===== config.mk =====
export PLATFORM = sky130hd
export DESIGN_NAME = voice_mix_engine
export DESIGN_NICKNAME = d
export VERILOG_FILES = /design/src/rtl/synth_pkg.sv /design/src/rtl/seq_divider.sv /design/src/rtl/voice_mix_engine.sv
export SDC_FILE = /design/constraint.sdc
export NUM_CORES = 1
export LEC_CHECK = 0
export CAP_MARGIN = 20
export CORE_UTILIZATION = 23
export DETAILED_ROUTE_END_ITERATION = 8
export DONT_BUFFER_PORTS = 1
export GPL_TIMING_DRIVEN = 0
export SYNTH_ARGS = -nofsm -noshare
export SYNTH_HDL_FRONTEND = slang
export SYNTH_SLANG_ARGS = --single-unit

===== constraint.sdc =====
create_clock -name clk -period 8.44 [get_ports clk]
set_clock_uncertainty 0.1 [all_clocks]
set_input_delay 1.266 -clock clk [delete_from_list [all_inputs] [get_ports clk]]
set_output_delay 1.266 -clock clk [all_outputs]
set_load 0.02 [all_outputs]

===== src/rtl/synth_pkg.sv =====
// Shared synth types and default voice geometry used by the waveshaper
// array, the voice mixer and the PWM stage.
package synth_pkg;

    typedef enum logic [1:0] {
        IDLE,
        ACCUM,
        DIVIDE,
        DONE
    } mix_state_t;

    localparam int NUM_CH_DEF   = 12;
    localparam int SAMPLE_W_DEF = 8;

endpackage


===== src/rtl/seq_divider.sv =====
// Restoring unsigned divider, one quotient bit per cycle over WIDTH cycles.
// A zero divisor yields a zero quotient.
module seq_divider #(
    parameter int WIDTH = 12
) (
    input  logic             clk,
    input  logic             n_rst,
    input  logic             load_i,
    input  logic [WIDTH-1:0] dividend_i,
    input  logic [WIDTH-1:0] divisor_i,
    output logic [WIDTH-1:0] quotient_o,
    output logic             done_o
);

    localparam int CW = $clog2(WIDTH + 1);

    logic [WIDTH-1:0] rem_q, rem_d;
    logic [WIDTH-1:0] quo_q, quo_d;
    logic [WIDTH-1:0] dvs_q;
    logic [WIDTH-1:0] rem_in, quo_in, dvs_in;
    logic [WIDTH:0]   trial;
    logic [CW-1:0]    cnt_q;
    logic             zero_q;
    logic             done_q;

    // The load cycle already resolves the first quotient bit.
    always_comb begin
        rem_in = load_i ? '0 : rem_q;
        quo_in = load_i ? dividend_i : quo_q;
        dvs_in = load_i ? divisor_i : dvs_q;
        trial  = {rem_in, quo_in[WIDTH-1]};
        quo_d  = quo_in << 1;
        rem_d  = trial[WIDTH-1:0];
        if (trial >= {1'b0, dvs_in}) begin
            rem_d    = WIDTH'(trial - {1'b0, dvs_in});
            quo_d[0] = 1'b1;
        end
    end

    always_ff @(posedge clk or negedge n_rst) begin
        if (!n_rst) begin
            rem_q  <= '0;
            quo_q  <= '0;
            dvs_q  <= '0;
            cnt_q  <= '0;
            zero_q <= 1'b0;
            done_q <= 1'b0;
        end else begin
            done_q <= 1'b0;
            if (load_i) begin
                rem_q  <= rem_d;
                quo_q  <= quo_d;
                dvs_q  <= divisor_i;
                zero_q <= (divisor_i == '0);
                cnt_q  <= CW'(WIDTH - 1);
                done_q <= (WIDTH == 1);
            end else if (cnt_q != '0) begin
                rem_q  <= rem_d;
                quo_q  <= quo_d;
                cnt_q  <= cnt_q - CW'(1);
                done_q <= (cnt_q == CW'(1));
            end
        end
    end

    assign quotient_o = zero_q ? '0 : quo_q;
    assign done_o     = done_q;

endmodule


===== src/rtl/voice_mix_engine.sv =====
// Time-multiplexed voice mixer: snapshot, serial accumulate, then
// normalise by active-voice count or saturating clip.
module voice_mix_engine
    import synth_pkg::*;
#(
    parameter int NUM_CH   = NUM_CH_DEF,
    parameter int SAMPLE_W = SAMPLE_W_DEF
) (
    input  logic                       clk,
    input  logic                       n_rst,
    input  logic                       start,
    input  logic                       norm_mode,
    input  logic [NUM_CH*SAMPLE_W-1:0] samples,
    input  logic [NUM_CH-1:0]          sample_enable,
    output logic [SAMPLE_W-1:0]        sample_out,
    output logic                       valid,
    output logic                       busy,
    output logic                       overrun
);

    localparam int ACC_W = SAMPLE_W + $clog2(NUM_CH);
    localparam int IDX_W = $clog2(NUM_CH);
    localparam int CNT_W = $clog2(NUM_CH + 1);
    localparam logic [ACC_W-1:0] MAX =
        {{(ACC_W-SAMPLE_W){1'b0}}, {SAMPLE_W{1'b1}}};

    mix_state_t                 state_q;
    logic [NUM_CH*SAMPLE_W-1:0] samp_q;
    logic [NUM_CH-1:0]          en_q;
    logic                       mode_q;
    logic [IDX_W-1:0]           idx_q;
    logic [ACC_W-1:0]           acc_q, acc_d;
    logic [CNT_W-1:0]           cnt_q, cnt_d;
    logic [SAMPLE_W-1:0]        out_q;
    logic                       valid_q;

    logic [SAMPLE_W-1:0]        cur_smp;
    logic                       last_ch;
    logic                       div_load;
    logic                       div_done;
    logic [ACC_W-1:0]           quo;
    logic [SAMPLE_W-1:0]        result;

    always_comb begin
        cur_smp  = samp_q[idx_q*SAMPLE_W +: SAMPLE_W];
        acc_d    = acc_q;
        cnt_d    = cnt_q;
        if (en_q[idx_q]) begin
            acc_d = acc_q + ACC_W'(cur_smp);
            cnt_d = cnt_q + CNT_W'(1);
        end
        last_ch  = (idx_q == IDX_W'(NUM_CH - 1));
        div_load = (state_q == ACCUM) && last_ch;
        if (mode_q) begin
            result = (quo > MAX) ? '1 : quo[SAMPLE_W-1:0];
        end else begin
            result = (acc_q > MAX) ? '1 : acc_q[SAMPLE_W-1:0];
        end
    end

    seq_divider #(
        .WIDTH(ACC_W)
    ) u_div (
        .clk       (clk),
        .n_rst     (n_rst),
        .load_i    (div_load),
        .dividend_i(acc_d),
        .divisor_i (ACC_W'(cnt_d)),
        .quotient_o(quo),
        .done_o    (div_done)
    );

    always_ff @(posedge clk or negedge n_rst) begin
        if (!n_rst) begin
            state_q <= IDLE;
            samp_q  <= '0;
            en_q    <= '0;
            mode_q  <= 1'b0;
            idx_q   <= '0;
            acc_q   <= '0;
            cnt_q   <= '0;
            out_q   <= '0;
            valid_q <= 1'b0;
        end else begin
            valid_q <= 1'b0;
            unique case (state_q)
                IDLE: begin
                    if (start) begin
                        samp_q  <= samples;
                        en_q    <= sample_enable;
                        mode_q  <= norm_mode;
                        acc_q   <= '0;
                        cnt_q   <= '0;
                        idx_q   <= '0;
                        state_q <= ACCUM;
                    end
                end
                ACCUM: begin
                    acc_q <= acc_d;
                    cnt_q <= cnt_d;
                    if (last_ch) begin
                        idx_q   <= '0;
                        state_q <= DIVIDE;
                    end else begin
                        idx_q <= idx_q + IDX_W'(1);
                    end
                end
                DIVIDE: begin
                    if (div_done) begin
                        out_q   <= result;
                        valid_q <= 1'b1;
                        state_q <= DONE;
                    end
                end
                DONE: begin
                    state_q <= IDLE;
                end
            endcase
        end
    end

    assign sample_out = out_q;
    assign valid      = valid_q;
    assign busy       = (state_q != IDLE);
    assign overrun    = start && (state_q != IDLE);

endmodule


==> results of run 1 <==
==> cell usage after synthesis (all sizes together) (6+ instances only) <==
cell	n
dfrtp	182
and3	11
mux2i	19
and2	13
buf	14
mux2	110
nor3	14
o22ai	15
nand3	12
a21oi	27
o21a	6
a22o	9
a31oi	10
mux4	27
a21o	9
ha	27
o21ai	55
nand2	84
nor2	24
a2bb2oi	7
inv	39
xnor2	13
o211ai	8
clkbuf	31
==> where the power goes <==
part | total [mW] | internal (mW) | switching, mW | leakage, nW
registers | 0.871 | 0.871 | 0 | 2.53
logic | 0.00134 | 0.000758 | 0.000583 | 2.17
clock network | 0.818 | 0.433 | 0.385 | 0.290
total | 1.69 | 1.30 | 0.386 | 4.99
==> sequential cells by signal, summed over array words and instances, names as in the netlist <==
register      count
samp_q           96
acc_q            12
en_q             12
u_div.dvs_q      12
u_div.quo_q      12
u_div.rem_q      12
sample_out        8
cnt_q             4
idx_q             4
u_div.cnt_q       4
state_q           2
mode_q            1
u_div.done_o      1
u_div.zero_q      1
valid             1
==> cell families after synthesis <==
group / after synthesis / share of synthesized area
and+or+nand+nor: 187 / 0.0952
DFF: 182 / 0.480
AOI/OAI and AO/OA: 167 / 0.115
muxes: 156 / 0.217
buffers and inverters: 84 / 0.0369
adders and majority gates: 29 / 0.0398
xor gates and xnor gates: 18 / 0.0166
==> metrics by stage <==
stage	instance area, sq um	hold WS, ps	setup slack, ps	total power [mW]
CTS	10800	374	2350	1.71
global route	10800	409	1920	1.74
global placement	10200	351	2410	0.890
floorplan	9490	333	3470	0.890
detailed placement	10200	357	2400	0.890
finish	10800	365	2360	1.69
==> final timing paths <==
path | slack, ps | end | start
worst max register to register | 2360 | u_div.rem_q[6] | idx_q[1]
worst min-delay path | 370 | u_div.dvs_q[8] | u_div.dvs_q[8]
worst max-delay path | 2360 | u_div.rem_q[6] | idx_q[1]
max in group asynchronous | 7380 | samp_q[83] | n_rst
worst min register to register | 370 | u_div.dvs_q[8] | u_div.dvs_q[8]
min in group asynchronous | 440 | u_div.dvs_q[4] | n_rst
==> cells in the final DEF, fill, tap and decap left out, types with 13 or more instances in the layout <==
cell	netlist	routed
ha_1	27	27
o22ai_1	15	15
dfrtp_1	182	182
mux4_2	22	22
nor3_1	14	14
nor2_1	24	24
clkbuf_16	0	17
a21oi_1	27	27
mux2i_1	19	19
mux2_2	110	110
o21ai_0	47	47
clkbuf_1	31	32
nand2_1	84	84
inv_1	39	39
xnor2_1	13	13
==> layer usage <==
layer	track usage	vias up	wire length, um	part of all wire
met3	0.0425	30	1750	0.073
met4	0.0354	8	344	0.014
met5	0	-	46	0.0019
met2	0.195	175	11700	0.49
li1	-	3039	-	-
met1	0.141	3240	10200	0.42
==> cell type report <==
type / count / area (sq um) / share of cell area
sequential: 182 / 4550 / 0.423
multi-input combinational: 557 / 4580 / 0.425
buffer: 45 / 204 / 0.0189
inverter: 39 / 146 / 0.0136
clock inverter: 13 / 160 / 0.0149
antenna: 7 / 17.5 / 0.00163
tap: 532 / 666 / 0.0618
clock buffer: 19 / 443 / 0.0411
==> worst reg2reg max path: stages (launching register included) <==
cell       delay (ps)
dfrtp_1           370
buf_2             290
clkbuf_1          570
mux4_2            410
mux2i_1           300
o22ai_1           170
ha_1              260
a211oi_1          250
o21ai_1           170
o31a_1            350
or4b_1            560
nand3_1           100
a21oi_1            50
ha_1              350
and3_1            160
nand3_1            90
o31a_1            260
a31oi_1           490
buf_2             340
a2bb2oi_1         200
o22ai_1           100
==> flow_summary_export.csv, run 1 <==
group,metric,value,unit
run_status,status,"finished clean",
sta,finalSetupViolations,0,
place,hpwlAfterDp,17.9,mm
sta,final.setup.tns,0,ps
floorplanning,core-area,0.0407,sq mm
clock_tree,clk_path_buf_depth,2,
sta,fin_crit_sh,0.720,
place,port_buffers,0,
place,place_congestion,0.841,
pwr,power_density,157,mW/mm^2
logic_synthesis,synth.distinct_cells,63,
drt,routedWlPerCell,17.2,um
layout,nFillCells,4302,
logic_synthesis,syn_area,0.00949,sq mm
sta,fmax,165,MHz
logic_synthesis,async_reset_ff_frac,1.00,
logic_synthesis,avgSynthCellArea,11.5,sq um
floorplanning,start_util,0.233,
floorplanning,fp.dieH,205,um
sta,slew_viol_final,0,
drt,first_pass_iters,5,
setup_path,critPathMaxFanout,10,
logic_synthesis,ys_warn_count,0,
setup_path,slowest_stage,"clkbuf_1",
pwr,p_leak,4.99,nW
setup_path,cp_cell_sequence,"buf_2 -> clkbuf_1 -> mux4_2 -> mux2i_1 -> o22ai_1 -> ha_1 -> a211oi_1 -> o21ai_1 -> o31a_1 -> or4b_1 -> nand3_1 -> a21oi_1 -> ha_1 -> and3_1 -> nand3_1 -> o31a_1 -> a31oi_1 -> buf_2 -> a2bb2oi_1 -> o22ai_1",
logic_synthesis,synth_top_area_frac,0.480,
clock_tree,root_buffer,"clkbuf_16",
global_route,grt_max_degree,183,
floorplanning,io_pins,123,
logic_synthesis,synth_top_area_cell,"dfrtp_1",
global_route,grt_first_pass_wirelength,38.2,mm
setup_path,worstPathArrival,6260,ps
min_path,hp-class,"register to register",
sta,worstMarginPinSlew,810,ps
setup_path,crit_buf_inv,3,
clock_tree,path_clk_slew,70,ps
floorplanning,rows,74,
logic_synthesis,syn-instance-count,823,
clock_tree,htreeDepth,4,
setup_path,worst_setup_path_start_kind,"register",
clock_tree,cts_tree,"done",
setup_path,critPathRequiredTime,8620,ps
logic_synthesis,syn_nets,964,
layout,drive_above_1_share,0.213,
global_route,grt_pass1_vias,6786,
setup_path,crit_path_max_incr_delay,560,ps
clock_tree,cts_made_buffers,17,
run,maxCapViolCount,0,
sta,min_period,6080,ps
clock_tree,cts.sinks,182,
drt,wl,24.0,mm
drt,postRouteAntennaNets,0,
layout,fin_util,0.264,
floorplanning,dieArea,0.0421,sq mm
floorplanning,die_x,205,um
clock_tree,post-cts-setup-buffers,0,
clock_tree,worstSkewPairLatency,430,ps
logic_synthesis,synth_edf_count,0,
drt,drtIter0Drc,338,
global_route,grt.total_usage,0.117,
logic_synthesis,ys_ff_latch,182,
setup_path,path_class,"register to register",
setup_path,worst-path-stages,20,
setup_path,cp_top_family,"compound AO/OA/AOI/OAI gates",
clock_tree,cts_resized,0,
setup_path,worstRegToRegCells,20,
layout,stdcell_count,1394,
drt,route.vias.total,6492,
logic_synthesis,ys_seq_area_frac,0.480,
sta,slew_headroom,0.455,
global_route,grt_antenna_before_repair,13,
setup_path,end_kind,"register",
logic_synthesis,synth_ff_type,"dfrtp_1",
drt,avgViaCountPerCell,4.66,
logic_synthesis,netlist_top_cells_area,"dfrtp_1 (48%), mux2_2 (13%), mux4_2 (5.2%), ha_1 (3.6%), nand2_1 (3.3%)",
clock_tree,hold_buffers,0,
pwr,ir_drop,0.128,mV
global_route,overflow,0,
drt,drc,0,
sta,hold_viol_final,0,
min_path,holdPathStages,2,
sta,rsz0062_at_grt,"false",
place,dpl.cell_count,1355,
layout,syn_to_final_growth,13.6,%
layout,finalNetCount,983,
Note: power is estimated with default switching activity, not from simulation.
==> run 2, diff against run 1 <==
Clock period 8.44 ns to 5.7 ns, I/O delays scaled along.
==> flow_summary_export.csv, run 2 (synthesis results as in run 1) <==
group,metric,value,unit
run_status,status,"finished clean",
floorplanning,dieArea,0.0421,sq mm
layout,finalNetCount,987,
drt,drtIter0Drc,329,
floorplanning,rows,74,
sta,slew_headroom,0.458,
drt,route.vias.total,6533,
sta,rsz0062_at_grt,"false",
clock_tree,htreeDepth,4,
layout,top_register,"samp_q",
layout,largest_reg_flops,96,
global_route,grt_pass1_vias,6808,
setup_path,reg2reg_to,"u_div.rem_q[6]",
layout,drive_above_1_share,0.228,
clock_tree,cts_tree,"done",
setup_path,worstRegToRegCells,20,
setup_path,worst_setup_path_start_kind,"register",
drt,routedWlPerCell,17.3,um
clock_tree,clk_path_buf_depth,2,
global_route,grt_first_pass_wirelength,38.4,mm
layout,layout_common_cells,"dfrtp_1 (181), mux2_2 (110), nand2_1 (84)",
floorplanning,io_pins,123,
sta,finalSetupViolations,0,
drt,avgViaCountPerCell,4.67,
pwr,ir_drop,0.192,mV
place,port_buffers,0,
pwr,power.total,2.50,mW
setup_path,critPathMaxFanout,10,
clock_tree,root_buffer,"clkbuf_16",
place,hpwlAfterDp,17.9,mm
clock_tree,cts_made_buffers,17,
drt,drc,0,
setup_path,worstPathArrival,5650,ps
clock_tree,path_clk_slew,80,ps
layout,nFillCells,4292,
drt,wl,24.2,mm
floorplanning,fp.dieH,205,um
sta,slew_viol_final,0,
global_route,grt_max_degree,183,
setup_path,crit_end,"u_div.rem_q[6]",
layout,syn_to_final_growth,14.7,%
clock_tree,cts.sinks,182,
setup_path,critPathRequiredTime,5880,ps
clock_tree,worstSkewPairLatency,440,ps
sta,fin_crit_sh,0.959,
setup_path,rr_startpoint,"idx_q[0]",
setup_path,end_kind,"register",
floorplanning,die_x,205,um
run,maxCapViolCount,0,
layout,layout_commonest_cell,"dfrtp_1",
sta,holdWs,26.7,ps
drt,first_pass_iters,5,
floorplanning,core-area,0.0407,sq mm
floorplanning,start_util,0.233,
sta,min_period,5470,ps
place,place_congestion,0.841,
sta,worstMarginPinSlew,805,ps
global_route,overflow,0,
drt,postRouteAntennaNets,0,
setup_path,crit_start,"idx_q[0]",
pwr,power_density,230,mW/mm^2
global_route,grt_antenna_before_repair,13,
setup_path,r2r_slack,230,ps
min_path,hp-class,"primary input to async pin",
sta,fmax,183,MHz
global_route,grt.total_usage,0.118,
pwr,p_leak,5.03,nW
sta,hold_viol_final,0,
setup_path,path_class,"register to register",
## run 2: final cells by class
class	count	area, sq um	share of cell area
antenna	8	20.0	0.00184
clock inverter	13	160	0.0147
tap	532	666	0.0612
timing repair buffer	5	37.5	0.00345
buffer	44	230	0.0212
inverter	39	146	0.0134
sequential	182	4560	0.419
multi-input combinational	557	4630	0.425
clock buffer	19	443	0.0407
## run 2: worst min path at each step
stage / end / slack [ps] / startpoint / cells past startpoint
global placement: u_div.dvs_q[11] / 350 / u_div.dvs_q[11] / 2
finish: u_div.dvs_q[4] / 30 / n_rst / 0
CTS: u_div.dvs_q[11] / 20 / n_rst / 0
global route: u_div.dvs_q[4] / 6 / n_rst / 0
detailed placement: u_div.dvs_q[6] / 360 / u_div.dvs_q[6] / 2
floorplan: u_div.dvs_q[10] / 330 / u_div.dvs_q[10] / 2
## run 2: routing by layer
metal  global-route usage  wire length (um)  up-vias
met2                0.195             11700      178
li1                     -                 -     3048
met4               0.0365               388        8
met1                0.142             10300     3265
met5                    0                46        -
met3               0.0425              1830       34
## run 2: power by group
part,switching [mW],total [mW],internal (mW)
clock network,0.570,1.21,0.640
registers,0,1.29,1.29
logic,0.000864,0.00199,0.00112
## run 2: critical path, stage by stage (launching register included)
cell	delay (ps)
dfrtp_2	420
buf_8	180
buf_8	180
mux4_2	510
mux2i_1	290
o22ai_1	160
ha_1	260
a211oi_1	250
o21ai_1	170
o31a_1	380
or4b_1	550
nand3_1	100
a21oi_1	50
ha_1	360
and3_1	160
nand3_1	90
o31a_1	290
a31oi_4	290
buf_6	190
a2bb2oi_1	200
o22ai_1	110
## run 2: metrics by stage
step                      utilization  instance area, sq um  cells  worst slack, ps  setup TNS, ps
after CTS                       0.265                 10800   1387             49.6              0
after detailed placement        0.249                 10200   1355             -342          -2880
after global routing            0.267                 10900   1395             1.05              0
after global placement          0.249                 10200   1355             -333          -2900
after floorplan                     -                  9490    823              731              0
final                           0.267                 10900   1399              233              0
## run 2: repair_timing
item                       4_1_cts  5_1_grt
resized for setup                7       13
setup buffers                    0        5
pin swaps                        0        3
hold endpoints to repair         0        0
hold buffers                     0        0
setup endpoints to repair       12       12
